<file path="src/rtl/battleship_pkg.sv">
// Shared grid dimensions, result codes and FSM encoding for the shot resolver.
package battleship_pkg;

  localparam int GRID_DIM  = 10;
  localparam int NUM_CELLS = GRID_DIM * GRID_DIM;
  localparam int SHIP_ID_W = 3;

  localparam logic [1:0] RES_MISS   = 2'd0;
  localparam logic [1:0] RES_HIT    = 2'd1;
  localparam logic [1:0] RES_SUNK   = 2'd2;
  localparam logic [1:0] RES_REJECT = 2'd3;

  typedef enum logic [2:0] {
    ST_IDLE,
    ST_EVAL,
    ST_SHOT,
    ST_SINK,
    ST_RESP
  } state_t;

  // Ids above the configured ship count behave exactly like water.
  function automatic logic id_is_ship(input logic [SHIP_ID_W-1:0] id, input int num_ships);
    return (id != '0) && (int'(id) <= num_ships);
  endfunction

endpackage

</file>
<file path="src/rtl/shot_resolver_sunk_mask_gen.sv">
// Builds the ship_sunk mask for one ship id from the placement map.
// With SUNK_ADJACENT_EN defined the mask also covers every 8-neighbour of the ship.
module sunk_mask_gen
  import battleship_pkg::*;
(
  input  logic [NUM_CELLS*SHIP_ID_W-1:0] ship_map,
  input  logic [SHIP_ID_W-1:0]           ship_id,
  output logic [NUM_CELLS-1:0]           mask
);

  logic [NUM_CELLS-1:0] own;

  always_comb begin
    own = '0;
    for (int i = 0; i < NUM_CELLS; i++) begin
      own[i] = (ship_id != '0) && (ship_map[i*SHIP_ID_W +: SHIP_ID_W] == ship_id);
    end
  end

`ifdef SUNK_ADJACENT_EN
  always_comb begin
    mask = '0;
    for (int r = 0; r < GRID_DIM; r++) begin
      for (int c = 0; c < GRID_DIM; c++) begin
        for (int dr = -1; dr <= 1; dr++) begin
          for (int dc = -1; dc <= 1; dc++) begin
            if ((r + dr >= 0) && (r + dr < GRID_DIM) && (c + dc >= 0) && (c + dc < GRID_DIM)) begin
              if (own[(r + dr) * GRID_DIM + (c + dc)]) begin
                mask[r * GRID_DIM + c] = 1'b1;
              end
            end
          end
        end
      end
    end
  end
`else
  assign mask = own;
`endif

endmodule

</file>
<file path="src/rtl/shot_resolver.sv">
// Resolves one fire request at a time against the ship map and drives grid cell pulses.
// Optional macro SUNK_ADJACENT_EN widens the sunk mask to the ship's neighbours.
module shot_resolver
  import battleship_pkg::*;
#(
  parameter int                     NUM_SHIPS = 5,
  parameter logic [3*NUM_SHIPS-1:0] SHIP_LENS = 15'h26E5
) (
  input  logic         clk,
  input  logic         reset,
  input  logic         fire_valid,
  output logic         fire_ready,
  input  logic [3:0]   fire_row,
  input  logic [3:0]   fire_col,
  input  logic [299:0] ship_map,
  output logic [99:0]  is_ship,
  output logic [99:0]  shot,
  output logic [99:0]  ship_sunk,
  output logic         result_valid,
  output logic [1:0]   result_code,
  output logic [2:0]   ships_remaining,
  output logic         game_over
);

  state_t               state_q, state_d;
  logic [3:0]           row_q, row_d, col_q, col_d;
  logic [NUM_CELLS-1:0] fired_q, fired_d;
  logic [NUM_CELLS-1:0] shot_q, shot_d;
  logic [NUM_CELLS-1:0] ship_sunk_q, ship_sunk_d;
  logic [2:0]           hit_q [NUM_SHIPS];
  logic [2:0]           hit_d [NUM_SHIPS];
  logic [2:0]           ships_rem_q, ships_rem_d;
  logic                 game_over_q, game_over_d;
  logic                 result_valid_q, result_valid_d;
  logic [1:0]           result_code_q, result_code_d;

  logic                 in_range;
  logic [6:0]           idx;
  logic [8:0]           map_base;
  logic [SHIP_ID_W-1:0] target_id;
  logic                 target_is_ship;
  logic [2:0]           ship_idx;
  logic [2:0]           ship_len [NUM_SHIPS];
  logic [NUM_CELLS-1:0] sunk_mask;

  for (genvar k = 0; k < NUM_SHIPS; k++) begin : g_len
    assign ship_len[k] = SHIP_LENS[3*k +: 3];
  end

  assign in_range       = (row_q < 4'(GRID_DIM)) && (col_q < 4'(GRID_DIM));
  assign idx            = 7'(row_q) * 7'(GRID_DIM) + 7'(col_q);
  assign map_base       = 9'(idx) * 9'd3;
  assign target_id      = ship_map[map_base +: SHIP_ID_W];
  assign target_is_ship = id_is_ship(target_id, NUM_SHIPS);
  assign ship_idx       = target_id - 3'd1;

  sunk_mask_gen u_sunk_mask_gen (
    .ship_map (ship_map),
    .ship_id  (target_id),
    .mask     (sunk_mask)
  );

  always_comb begin
    is_ship = '0;
    for (int i = 0; i < NUM_CELLS; i++) begin
      is_ship[i] = id_is_ship(ship_map[i*SHIP_ID_W +: SHIP_ID_W], NUM_SHIPS);
    end
  end

  always_comb begin
    state_d        = state_q;
    row_d          = row_q;
    col_d          = col_q;
    fired_d        = fired_q;
    hit_d          = hit_q;
    ships_rem_d    = ships_rem_q;
    shot_d         = '0;
    ship_sunk_d    = '0;
    result_valid_d = 1'b0;
    result_code_d  = result_code_q;

    case (state_q)
      ST_IDLE: begin
        if (fire_valid && !game_over_q) begin
          row_d   = fire_row;
          col_d   = fire_col;
          state_d = ST_EVAL;
        end
      end
      ST_EVAL: begin
        if (!in_range || fired_q[idx]) begin
          result_code_d  = RES_REJECT;
          result_valid_d = 1'b1;
          state_d        = ST_RESP;
        end else begin
          shot_d[idx]  = 1'b1;
          fired_d[idx] = 1'b1;
          state_d      = ST_SHOT;
        end
      end
      ST_SHOT: begin
        result_valid_d = 1'b1;
        state_d        = ST_RESP;
        if (!target_is_ship) begin
          result_code_d = RES_MISS;
        end else begin
          result_code_d = RES_HIT;
          // Only a real increment can sink, so zero-length ships and extra map cells never re-sink.
          if (hit_q[ship_idx] < ship_len[ship_idx]) begin
            hit_d[ship_idx] = hit_q[ship_idx] + 3'd1;
            if (hit_d[ship_idx] == ship_len[ship_idx]) begin
              ships_rem_d    = ships_rem_q - 3'd1;
              ship_sunk_d    = sunk_mask;
              result_code_d  = RES_SUNK;
              result_valid_d = 1'b0;
              state_d        = ST_SINK;
            end
          end
        end
      end
      ST_SINK: begin
        result_valid_d = 1'b1;
        state_d        = ST_RESP;
      end
      ST_RESP: begin
        state_d = ST_IDLE;
      end
      default: begin
        state_d = ST_IDLE;
      end
    endcase

    game_over_d = game_over_q | (ships_rem_d == 3'd0);
  end

  always_ff @(posedge clk or posedge reset) begin
    if (reset) begin
      state_q        <= ST_IDLE;
      row_q          <= '0;
      col_q          <= '0;
      fired_q        <= '0;
      for (int k = 0; k < NUM_SHIPS; k++) begin
        hit_q[k] <= '0;
      end
      ships_rem_q    <= 3'(NUM_SHIPS);
      game_over_q    <= 1'b0;
      shot_q         <= '0;
      ship_sunk_q    <= '0;
      result_valid_q <= 1'b0;
      result_code_q  <= RES_MISS;
    end else begin
      state_q        <= state_d;
      row_q          <= row_d;
      col_q          <= col_d;
      fired_q        <= fired_d;
      hit_q          <= hit_d;
      ships_rem_q    <= ships_rem_d;
      game_over_q    <= game_over_d;
      shot_q         <= shot_d;
      ship_sunk_q    <= ship_sunk_d;
      result_valid_q <= result_valid_d;
      result_code_q  <= result_code_d;
    end
  end

  assign fire_ready      = (state_q == ST_IDLE) && !game_over_q;
  assign shot            = shot_q;
  assign ship_sunk       = ship_sunk_q;
  assign result_valid    = result_valid_q;
  assign result_code     = result_code_q;
  assign ships_remaining = ships_rem_q;
  assign game_over       = game_over_q;

endmodule

</file>
<file path="config.mk">
export PLATFORM = sky130hd
export DESIGN_NAME = shot_resolver
export DESIGN_NICKNAME = d
export VERILOG_FILES = /design/src/rtl/battleship_pkg.sv /design/src/rtl/shot_resolver_sunk_mask_gen.sv /design/src/rtl/shot_resolver.sv
export SDC_FILE = /design/constraint.sdc
export NUM_CORES = 1
export LEC_CHECK = 0
export BUFFER_PORTS_ARGS = -buffer_cell sky130_fd_sc_hd__clkbuf_2
export CAP_MARGIN = 15
export CORE_AREA = 2 2 238 240
export CTS_CLUSTER_DIAMETER = 120
export DETAILED_ROUTE_END_ITERATION = 12
export DIE_AREA = 0 0 240 242
export GPL_ROUTABILITY_DRIVEN = 0
export GPL_TIMING_DRIVEN = 0
export PLACE_DENSITY = 0.6
export SLEW_MARGIN = 30
export SYNTH_ARGS = -nofsm -noshare
export SYNTH_HDL_FRONTEND = slang
export SYNTH_SLANG_ARGS = --single-unit
</file>
<file path="constraint.sdc">
create_clock -name clk -period 11.4 [get_ports clk]
set_input_delay 1.14 -clock clk [delete_from_list [all_inputs] [get_ports clk]]
set_output_delay 1.14 -clock clk [all_outputs]
set_load 0.02 [all_outputs]
</file>
; ---- Word level (Yosys, flattened, before mapping)
; Memory sizes are Yosys's and may differ from the RTL's.
; Cells that the tools add are included.
; W data, S select, Z words.
[op_classes]
shift = 1
order_cmp = 108
bitwise_logic = 4
n_eq_ne = 106
n_mux = 41
n_reduce_logical = 317
mul = 2
add_sub_neg = 4
[op_table]
columns = op, count
row1 = $mux W100, 6
row2 = $eq A3 B3 Y1, 101
row3 = $le A3 B3 Y1 const B, 101
row4 = $reduce_bool A3 Y1, 101
row5 = $shiftx A300 B10 Y3, 1
row6 = $logic_and A1 B1 Y1, 206
row7 = $or A100 B100 Y100, 1
row8 = $mux W3, 16
row9 = $bmux W3 S3, 2
row10 = $bwmux W15, 1
row11 = $pmux W3 S4, 1
row12 = $demux W3 S3, 1
row13 = $mul A7 B2 Y9 const B, 1
row14 = $lt A4 B4 Y1 const B, 2
row15 = $lt A7 B8 Y1 const B, 1
row16 = $mux W2, 4
row17 = $add A7 B4 Y7, 1
row18 = $bmux W1 S7, 1
row19 = $demux W1 S7, 1
row20 = $ge A7 B1 Y1 const B, 1
row21 = $eq A3 B2 Y1 const B, 2
row22 = $logic_not A3 Y1, 2
row23 = $mul A4 B3 Y6 const B, 1
row24 = $mux W1, 6
row25 = other kinds (17), 22
[word_totals]
register_bits = 333
n_memories = 1
wordCells = 599
inputBits = 311
romBits = 24
output_inout_bits = 308
[memory_table]
columns = memory, words, word_bits, rd, rd_clocked_by_memory_dff, wr, line
row1 = (no name shown), 8, 3, 1, 0, 0, shot_resolver.sv:111  ; if (hit_d[ship_idx] == ship_len[ship_idx]) begin

; ---- Longest topological paths before layout
[logic_depth]
ltp_word = 21
ltp_mapped = 33
ltp_nobuf = 27

; ---- By module
; Synthesis repeated with hierarchy kept, for this count alone.
[hier_totals]
cells_unflattened = 2035
area_unflattened_um2 = 20041.7
[by_module_without_submodules]
columns = module, seq_area_each_um2, n_inst, cells_each, area_each_um2
row1 = shot_resolver, 8335.5, 1, 1588, 16515.8
row2 = sunk_mask_gen, 0.0, 1, 447, 3525.9

; ---- Worst setup path before layout
; Ideal clock, no wire load.
[synth_path]
path_type = register to register
start = register row_q[1]
end = register ship_sunk_q[44] (netlist: ship_sunk[44])
path_slack_ps = 3960
period_less_slack_ps = 7440
required_time_ps = 11292
stages_incl_launch_ff = 30
arrival_time_ps = 7331
cell_sequence = dfrtp_1 > ha_1 > ha_1 > inv_1 > fa_1 > nand2b_1 > o2bb2ai_1 > a21oi_1 > a22oi_1 > nand4_2 > inv_2 > buf_2 > buf_1 > clkbuf_1 > ha_1 > clkbuf_1 > clkbuf_1 > o21ai_0 > a22o_1 > ha_1 > and4_1 > o211ai_1 > nand2_1 > a2111o_1 > o311a_1 > nor3_2 > nand3_1 > buf_6 > buf_6 > a2111oi_4
[synth_via]
elab_chain_cells = 19
word_cells_on_any_way = 33
cone_classes = add/sub: 3 / mul: 2 / order compare: 4 / eq/ne: 2 / shift: 1 / mux: 15 / bitwise: 1 / reduce/logical: 4 / memory: 1
[synth_lines]
columns = item, line
row1 = "start, declared", shot_resolver.sv:26  ; logic [3:0] row_q, row_d, col_q, col_d;
row2 = "start signal, assigned", shot_resolver.sv:153  ; row_q <= row_d;
row3 = $mul A4 B3 Y6 (*), shot_resolver.sv:51  ; assign idx = 7'(row_q) * 7'(GRID_DIM) + 7'(col_q);
row4 = $add A7 B4 Y7 (*), shot_resolver.sv:51
row5 = $mul A7 B2 Y9 (*), shot_resolver.sv:52  ; assign map_base = 9'(idx) * 9'd3;
row6 = $shiftx A300 B10 Y3 (*), shot_resolver.sv:53  ; assign target_id = ship_map[map_base +: SHIP_ID_W];
row7 = $sub A3 B1 Y3, shot_resolver.sv:55  ; assign ship_idx = target_id - 3'd1;
row8 = $not A3 Y4 (not written as such), "shot_resolver.sv:109, shot_resolver.sv:110, shot_resolver.sv:111"
row9 = $bmux W3 S3 (tied with other cells), "shot_resolver.sv:109, shot_resolver.sv:110"
row10 = $mux W3 (not written as such) or $logic_and A1 B1 Y1 (tied branches), "shot_resolver.sv:109, shot_resolver.sv:110"
row11 = (+3 left out), -
row12 = $bmux W3 S3, shot_resolver.sv:111
row13 = $mux W3 (not written as such) (2 in a row), shot_resolver.sv:111
row14 = $eq A3 B3 Y1, shot_resolver.sv:111
row15 = $mux W100, shot_resolver.sv:111
row16 = $mux W100, shot_resolver.sv:109  ; if (hit_q[ship_idx] < ship_len[ship_idx]) begin
row17 = $mux W100 (*), shot_resolver.sv:104  ; if (!target_is_ship) begin
row18 = $mux W100 (*), shot_resolver.sv:82  ; case (state_q)
row19 = net ship_sunk_d[44], shot_resolver.sv:29  ; logic [NUM_CELLS-1:0] ship_sunk_q, ship_sunk_d;
row20 = "end signal, assigned", shot_resolver.sv:160  ; ship_sunk_q <= ship_sunk_d;
row21 = "end, declared", shot_resolver.sv:29
; The timed path passes the listed nets; every way through them passes the cells marked *. The select of a mux whose other input is x is not followed.
; A chain may end at the register's enable or synchronous reset.

; ---- Worst setup path in the final report
[layout_path]
start = register row_q[0]
end = register ship_sunk_q[35] (netlist: ship_sunk[35])
; Same word-level chain as after synthesis.

==> run summary <==
I/O Pins: 619
CTS tree: yes
Hold/Removal Path Class: reg -> reg
Multiplexer share of the synthesized area: 0.0974
Std-Cell Rows: 87
Run status: finished clean
Worst path required time: 11.76 ns
XOR/XNOR Fraction of Synth Area: 0.101
Chip height: 242 um
Share of the clock period used by the worst path: 0.968
Detailed Routing Iterations Pass 1: 8
Post-route antenna net violation count: 0
Worst setup path category: reg -> reg
Top FF cell, synth: sky130_fd_sc_hd__dfrtp_1
Global-route wire length before repair: 142 mm
Maximum clock frequency: 90.6 MHz
Overall track demand over capacity in global routing: 0.340
DIE AREA: 58100 um^2
Wire length reported by the detailed router: 101 mm
Slew at the pin closest to its max-slew limit: 1.13 ns
Cell leakage power: 11.5 nW
Dominant combinational cell family by area after synthesis: compound AO/OA/AOI/OAI gates
Share of flip-flops with an asynchronous set or reset: 1.00
Skew-Pair Late Insertion Delay: 0.57 ns
Adder and majority cell fraction of the synthesized area: 0.00995
Tightest slew margin relative to the limit: 0.244
Total setup violations reported at the end of the flow: 0
Synthesized area per cell: 10.8 um^2
Placeable core region: 55700 um^2
Initial core utilization: 0.366
Max FO, Critical Path: 10
Part of the Yosys area used for sequential elements: 0.409
Proportion of layout cells with a drive suffix above 1: 0.394
Type of element launching the critical path: flop
Total vias in the final route: 19900
Simple-gate share of the synthesized area: 0.133
Count of port buffers added during placement: 618
Post-layout instance area: 25900 um^2
Maximum clock skew at final layout: 0.0336 ns
Gate Count Post-Synth: 1887
Shortest clock period the worst path allows after layout: 11.04 ns
Final nets: 2876
Clock sink count: 333
Compound-Gate Fraction of Synth Area: 0.215
Max Root-Sink Buffers: 3
Die span in x: 240 um
Number of buffers added for setup after CTS: 0
Number of warnings issued by yosys: 0
Commonest non-fill, non-tap cells in the layout: sky130_fd_sc_hd__clkbuf_2, sky130_fd_sc_hd__dfrtp_1, sky130_fd_sc_hd__xnor2_1
Number of unique standard cell types used by synthesis: 88
Endpoints failing hold: 0
Drt wl/cell: 30.2 um
GRT overflow: 0
RSZ-0062 raised after global routing: no
Most frequent CP cell: sky130_fd_sc_hd__clkbuf_1
Root buffer cell: sky130_fd_sc_hd__clkbuf_16
Total power draw: 2.95 mW
Slowest stage cell on the critical path: sky130_fd_sc_hd__a2111oi_2
Peak supply drop: 0.0955 mV
Number of hold buffers added after CTS: 0
Largest net degree at the start of global routing: 97
Post-placement cell area: 24600 um^2
Pins over their slew limit: 0
Number of storage elements in the synthesis netlist: 333
Vias in the first global route: 20000
Number of DRC markers after the initial detailed-route iteration: 1846
Synth Net Count: 2213
Total Neg Setup Slack: 0 ns
Crit end category: flop
Post-synth EDFFs: 0
Worst Hold Margin: 0.462 ns
H-Tree Level Count: 2
Max-cap check violation count: 0
Clock buffer count from CTS: 38
Initial antenna violation count: 11
Power per unit of standard cell area: 114 nW/um^2
Detailed-route DRC error count: 0
HPWL reported at the end of detailed placement: 78.3 mm
Delay contributed by the slowest stage of the critical path: 0.91 ns
CTS clk-pin slew, worst paths: 0.06 ns
Count of instances resized after the clock tree is built: 0
Via-to-Cell Ratio: 5.97
Growth of design area from synthesis to finish: 27.0%
Summed instance area of the synthesized netlist: 20400 um^2
Crit path DAT: 11.40 ns
Leading cell type in the layout, fill and taps excluded: sky130_fd_sc_hd__clkbuf_2
-- logic make-up after synthesis --
kind of cell / Yosys count
buf+inv: 143
flops: 333
compound gates: 494
mux: 143
simple gates: 527
fa+ha+maj: 15
xor+xnor: 232
-- critical path, delay by kind of cell (launching register included) --
kind            cells  cell delay (ns)
flops               1             0.40
buf+inv             9             4.36
simple gates        6             1.58
compound gates      8             3.04
fa+ha+maj           4             1.40
-- metal layers --
layer	part of all wire	GRT usage	routed length (um)
met1	0.38	0.417	38300
met2	0.45	0.525	45100
met3	0.097	0.0912	9770
met4	0.075	0.220	7530
met5	0.00060	0.00337	60
-- registers in the layout (all words and copies together) (netlist names) --
name / cells
result_valid: 1
ship_sunk: 100
game_over: 1
ships_remaining: 3
col_q: 4
row_q: 4
result_code: 2
state_q: 3
hit_q: 15
shot: 100
fired_q: 100
-- stage by stage --
| stage | cells | setup slack (ns) | utilization |
|---|---|---|---|
| floorplan | 1887 | 1.04 | - |
| global route | 3339 | 0.284 | 0.464 |
| global placement | 3261 | -2.63 | 0.438 |
| CTS | 3334 | 0.378 | 0.464 |
| detailed placement | 3266 | 0.439 | 0.441 |
| finish | 3340 | 0.359 | 0.464 |
-- layout make-up --
type,instances,area [um^2]
clock buffer,49,1050
clock inverter,19,228
inverter,22,90.1
antenna,6,15.0
tap,756,946
multi-input combinational,1411,11400
fill,5371,29900
sequential,333,8340
buffer,121,646
timing repair buffer,623,3190
-- Yosys cell counts (all sizes together), types with 13 or more instances --
cell type    n  share of area
buf         58          0.019
a22oi       24         0.0088
inv         21         0.0039
a2111oi     86          0.087
mux2i       58          0.028
o21ai      115          0.028
a21oi      142          0.035
a221oi      21         0.0093
dfrtp      331           0.41
mux4        39          0.043
nand2       52         0.0096
clkbuf      63          0.012
xor2        18         0.0077
xnor2      213          0.092
ha          13         0.0080
nor2       147          0.027
nand3       42          0.011
or2        100          0.031
nor3       110          0.028
mux2        46          0.026
nor4        20         0.0083
-- path summary, 6_finish.rpt --
kind,to,from,slack (ns),cells past startpoint
worst max-delay path,ship_sunk[35],row_q[0],0.36,27
worst min-delay path,fired_q[19],fired_q[19],0.46,1
worst max register to register,ship_sunk[35],row_q[0],0.36,27
max in group asynchronous,ships_remaining[2],reset,9.42,4
worst min register to register,fired_q[19],fired_q[19],0.46,1
min in group asynchronous,shot[70],reset,0.65,2
-- power by group --
part | switching (mW) | internal, mW
Sequential | 0 | 1.18
Clock | 0.533 | 0.748
Combinational | 0.322 | 0.162
Total | 0.855 | 2.09
No activity file was read; power rests on OpenSTA's default activity.
